`src/rtl/interp_pkg.sv`:
```
// Shared constants for the interpolation chain: widths, frame timing, phase map and
// the odd-branch halfband coefficients of the Stage-2 filter.
package interp_pkg;

  localparam int DW          = 16;
  localparam int CW          = 16;
  localparam int NUNIQ       = 8;
  localparam int AW          = 36;
  localparam int FRAME_LEN   = 32;
  localparam int OUT_SPACING = 16;
  localparam int PH_W        = $clog2(FRAME_LEN);
  localparam int DL_LEN      = 2 * NUNIQ;
  localparam int CTR_TAP     = NUNIQ - 1;

  localparam logic [PH_W-1:0] PH_LOAD      = PH_W'(0);
  localparam logic [PH_W-1:0] PH_MAC_FIRST = PH_W'(1);
  localparam logic [PH_W-1:0] PH_MAC_LAST  = PH_W'(NUNIQ);
  localparam logic [PH_W-1:0] PH_ROUND     = PH_W'(NUNIQ + 1);
  localparam logic [PH_W-1:0] PH_OUT_A     = PH_W'(OUT_SPACING - 1);
  localparam logic [PH_W-1:0] PH_OUT_B     = PH_W'(FRAME_LEN - 1);

  // Q1.15 pairs; the eight values sum to 16384, so the mirrored 16-tap branch sums to 32768.
  localparam logic signed [CW-1:0] HB_COEF [NUNIQ] = '{
    -16'sd24, 16'sd74, -16'sd180, 16'sd376,
    -16'sd718, 16'sd1321, -16'sd2560, 16'sd18095
  };

  typedef enum logic [1:0] {ST_IDLE, ST_LOAD, ST_MAC, ST_ROUND} phase_e;

  function automatic phase_e phase_of(input logic [PH_W-1:0] ph);
    if (ph == PH_LOAD) return ST_LOAD;
    if ((ph >= PH_MAC_FIRST) && (ph <= PH_MAC_LAST)) return ST_MAC;
    if (ph == PH_ROUND) return ST_ROUND;
    return ST_IDLE;
  endfunction

endpackage

```
`src/rtl/hb_mac.sv`:
```
// Serial symmetric MAC: pre-adds a mirrored tap pair, multiplies by one coefficient and
// accumulates; clr has priority over en.
module hb_mac
  import interp_pkg::*;
(
  input  logic                 clk,
  input  logic                 rst,
  input  logic                 clr,
  input  logic                 en,
  input  logic signed [DW-1:0] a,
  input  logic signed [DW-1:0] b,
  input  logic signed [CW-1:0] coef,
  output logic signed [AW-1:0] acc
);

  logic signed [DW:0]    pre;
  logic signed [DW+CW:0] prod;
  logic signed [AW-1:0]  acc_d, acc_q;

  always_comb begin
    pre   = (DW+1)'(a) + (DW+1)'(b);
    prod  = pre * coef;
    acc_d = acc_q;
    if (clr) acc_d = '0;
    else if (en) acc_d = acc_q + AW'(prod);
  end

  always_ff @(posedge clk or posedge rst) begin
    if (rst) acc_q <= '0;
    else     acc_q <= acc_d;
  end

  assign acc = acc_q;

endmodule

```
`src/rtl/hb_interp2_stage2.sv`:
```
// Stage-2 halfband interpolate-by-2 FIR and chain timing master (100 kHz in, 200 kHz out).
// Define HB_SAT_EN to saturate the FIR result and add sat_flag; otherwise the result wraps.
module hb_interp2_stage2
  import interp_pkg::*;
(
  input  logic                 clk,
  input  logic                 rst,
  input  logic signed [DW-1:0] din,
  output logic                 en_100k,
  output logic signed [DW-1:0] dout,
  output logic                 en_200k
`ifdef HB_SAT_EN
  ,
  output logic                 sat_flag
`endif
);

  localparam logic signed [AW-1:0] RND_HALF = AW'(16384);
`ifdef HB_SAT_EN
  localparam logic signed [AW-1:0] POS_LIM  = AW'(32767);
  localparam logic signed [AW-1:0] NEG_LIM  = ~POS_LIM;
`endif

  logic [PH_W-1:0]      ph_d, ph_q;
  logic signed [DW-1:0] dl_d [DL_LEN];
  logic signed [DW-1:0] dl_q [DL_LEN];
  logic signed [DW-1:0] res_d, res_q;
  logic signed [DW-1:0] dout_d, dout_q;
  logic                 en200_d, en200_q;
  logic [2:0]           tap;
  logic [3:0]           tap_mir;
  phase_e               st;
  logic signed [AW-1:0] acc;

  function automatic logic signed [AW-1:0] rnd_shift(input logic signed [AW-1:0] a);
    return (a + RND_HALF) >>> 15;
  endfunction

`ifdef HB_SAT_EN
  logic                 sat_d, sat_q;
  logic signed [AW-1:0] rnd;

  function automatic logic is_clip(input logic signed [AW-1:0] v);
    return (v > POS_LIM) || (v < NEG_LIM);
  endfunction

  function automatic logic signed [DW-1:0] sat16(input logic signed [AW-1:0] v);
    if (v > POS_LIM) return {1'b0, {(DW-1){1'b1}}};
    if (v < NEG_LIM) return {1'b1, {(DW-1){1'b0}}};
    return v[DW-1:0];
  endfunction
`endif

  always_comb begin
    st      = phase_of(ph_q);
    tap     = 3'(ph_q - PH_MAC_FIRST);
    tap_mir = 4'(DL_LEN - 1) - {1'b0, tap};
    ph_d    = ph_q + PH_W'(1);
    dl_d    = dl_q;
    res_d   = res_q;
    dout_d  = dout_q;
    en200_d = 1'b0;
    if (st == ST_LOAD) begin
      for (int k = DL_LEN - 1; k > 0; k--) dl_d[k] = dl_q[k-1];
      dl_d[0] = din;
    end
`ifdef HB_SAT_EN
    rnd   = rnd_shift(acc);
    sat_d = (st == ST_ROUND) && is_clip(rnd);
    if (st == ST_ROUND) res_d = sat16(rnd);
`else
    if (st == ST_ROUND) res_d = DW'(rnd_shift(acc));
`endif
    // Two output slots per frame: centre-tap branch mid-frame, FIR branch at frame end.
    if (ph_q == PH_OUT_A) begin
      dout_d  = dl_q[CTR_TAP];
      en200_d = 1'b1;
    end else if (ph_q == PH_OUT_B) begin
      dout_d  = res_q;
      en200_d = 1'b1;
    end
  end

  hb_mac u_mac (
    .clk  (clk),
    .rst  (rst),
    .clr  (st == ST_LOAD),
    .en   (st == ST_MAC),
    .a    (dl_q[{1'b0, tap}]),
    .b    (dl_q[tap_mir]),
    .coef (HB_COEF[tap]),
    .acc  (acc)
  );

  always_ff @(posedge clk or posedge rst) begin
    if (rst) begin
      ph_q    <= '0;
      dl_q    <= '{default: '0};
      res_q   <= '0;
      dout_q  <= '0;
      en200_q <= 1'b0;
    end else begin
      ph_q    <= ph_d;
      dl_q    <= dl_d;
      res_q   <= res_d;
      dout_q  <= dout_d;
      en200_q <= en200_d;
    end
  end

`ifdef HB_SAT_EN
  always_ff @(posedge clk or posedge rst) begin
    if (rst) sat_q <= 1'b0;
    else     sat_q <= sat_d;
  end

  assign sat_flag = sat_q;
`endif

  // Gated by rst so the strobe stays low while the chain is held in reset.
  assign en_100k = (ph_q == PH_LOAD) && !rst;
  assign dout    = dout_q;
  assign en_200k = en200_q;

endmodule

```
`config.mk`:
```
export PLATFORM = sky130hd
export DESIGN_NAME = hb_interp2_stage2
export DESIGN_NICKNAME = d
export VERILOG_FILES = /design/src/rtl/interp_pkg.sv /design/src/rtl/hb_mac.sv /design/src/rtl/hb_interp2_stage2.sv
export SDC_FILE = /design/constraint.sdc
export NUM_CORES = 2
export LEC_CHECK = 0
export CORE_AREA = 2 2 244 306
export CTS_CLUSTER_SIZE = 16
export DETAILED_ROUTE_END_ITERATION = 7
export DIE_AREA = 0 0 246 308
export SLEW_MARGIN = 15
export SYNTH_ARGS = -nofsm -noshare
export SYNTH_HDL_FRONTEND = slang
export SYNTH_HIERARCHICAL = 1
export SYNTH_SLANG_ARGS = --single-unit
export TNS_END_PERCENT = 100
```
`constraint.sdc`:
```
create_clock -name clk -period 23.5 [get_ports clk]
set_input_delay 4.7 -clock clk [delete_from_list [all_inputs] [get_ports clk]]
set_output_delay 4.7 -clock clk [all_outputs]
set_load 0.02 [all_outputs]
```
==> qor.yml <==
crit_type: "reg -> reg"
cpMaxStageDelayCell: "dfrtp_4"
grt_use_total_pct: 18.1
dieHeight_um: 308
internal_cell_power_mw: 2.32
grt_pass1_vias: 19990
num_cts_buffers: 36
crit_end_element: "register"
drcViolationCount: 0
highest_achievable_clock_rate_ghz: 0.0875
rsz0062_at_grt: "false"
route.antenna.remaining_nets: 0
syn_nets: 3000
route.final.wire_length_um: 66400
rows: 111
antenna-diode-count: 0
critical-path-top-cell-by-count: "fa_1"
place.detailed.hpwl_um: 47600
floorplan.core_area_sq_mm: 0.0729
layout.nets: 2971
fraction_of_power_consumed_by_sequential_logic_pct: 14.6
cp_data_required_time_ns: 24.00
critical_path_peak_fanout: 44
slew_at_the_pin_closest_to_its_max_slew_limit_ns: 1.18
power_frac_clock_pct: 13.1
finalWeightedCongestion: 0.882
average_detailed_routed_wire_length_per_instance_um: 18.9
ff2ff_setup_slack_ns: 12.07
worst_skew_pair.late_latency_ns: 0.56
timing.clock.skew_ns: 0.0159
worst_setup_hold_path_clk_slew_ns: 0.07
max_slew_violation_total_from_the_final_report: 0
holdCritPathClass: "reg -> reg"
fp.dieArea_sq_mm: 0.0758
power.total_mw: 4.56
mostFrequentLayoutCells: "438 x inv_1, 324 x dfrtp_1, 295 x fa_1"
fin_crit_sh_pct: 48.6
finalHoldWorstSlack_ns: 0.505
cts.sink_count: 325
timing.final.crit_period_ns: 11.43
critical_path.startpoint_type: "register"
timing.critical_path.slowest_cell_delay_ns: 0.90
grt_antenna_before_repair: 0
postCtsSetupBuffers: 0
layout-drive-gt1-share_pct: 17.4
number_of_drc_markers_in_iteration_0: 1035
grt_first_pass_wirelength_um: 108000
leakage_power_nw: 14.8
grt_max_degree: 179
dpl_worst_slack_ns: 11.95
first_pass_iters: 5
average_footprint_of_a_synthesized_cell_sq_um: 10.8
yosys_warnings: 6
maxCapViolCount: 0
hold_path_depth: 1
worst_ep_arrival_ns: 11.92
ir_drop_mv: 0.245
route.detailed.vias_per_inst: 5.20
wl_met2_um: 33800
cts_hold_repair.buffers: 0
io_buffer_count: 35
met1_wirelength_um: 27500
route.top_layer_used: "met4"
setup-tns-final_ns: 0
detailroute.via_count: 18288
netlist_instances: 2557
start_util_pct: 37.8
report.final.setup_viol: 0
mostFrequentLayoutCell: "inv_1"
run_status: "complete, no violations"
tritoncts: "built"
power.density_cell_area_mw_per_mm2: 151
floorplan.die.width_um: 246
clk_root_buffer_cell: "clkbuf_16"
net-switching-power_mw: 2.24
ios: 36
hold_viol: 0
clock_tree.buffer_depth: 3
cts_max_level: 2
r2r_cells: 35
wl_met3_um: 2860
layout.filler_cells: 6949
synth_area_sq_mm: 0.0276
overflow: 0
flow.area_growth_from_synthesis_pct: 9.28
relative_max_transition_margin_pct: 20.9
cts_repair_resize_count: 0
worst_slack_ns: 12.07
power.switching_fraction_pct: 49.1
combinationalPowerShare_pct: 72.3
## flip-flops by register name, summed over array words and instances, names as in the netlist
register	count
dout	16
dl_q	256
u_mac/acc	31
en_200k	1
ph_q	5
res_q	16
## final timing paths
kind,end,start
max,u_mac/acc[30],ph_q[0]
min,dl_q[9],dl_q[9]
max reg2reg,u_mac/acc[30],ph_q[0]
min reg2reg,dl_q[9],dl_q[9]
max in group asynchronous,dl_q[29],rst
min in group asynchronous,res_q[12],rst
## routing by layer
metal	global-route usage [%]	vias to the layer above
met1	23.0	9533
li1	-	8209
met3	2.23	118
met4	6.78	0
met5	0	-
met2	31.5	428
## area by class of cell
type	count	area [sq um]	share of cell area, %
multi-input cells	1651	17200	57.1
clock inverters	10	168	0.557
flip-flops and latches	325	8140	27.0
inverters	441	1660	5.52
well taps	960	1200	3.99
clock buffers	55	1080	3.60
repair buffers	73	668	2.22
## power groups by stage
stage                     Combinational [mW]  Clock, mW  Sequential [mW]
after global placement                  3.20          0            0.673
after CTS                               3.28      0.615            0.664
after detailed placement                3.26          0            0.673
final                                   3.29      0.596            0.665
after floorplan                         2.53          0            0.640
after global routing                    3.70      0.637            0.670
## metrics by stage
stage	util, %	cell area, sq um	cells
final	41.3	30100	3515
after floorplan	-	27600	2557
after CTS	41.3	30100	3514
after global placement	39.5	28800	3449
after global routing	41.3	30100	3515
after detailed placement	39.5	28800	3449
## critical path: cells and delay by family (launching register included)
kind	cells	cell delay, ns
AO/OA/AOI/OAI	10	2.56
adder cells (fa/ha/maj)	9	4.19
buffers and inverters	6	1.15
flip-flops	1	0.90
multiplexers	1	0.42
AND/OR/NAND/NOR	9	2.09
(Power assumes the default switching activity.)
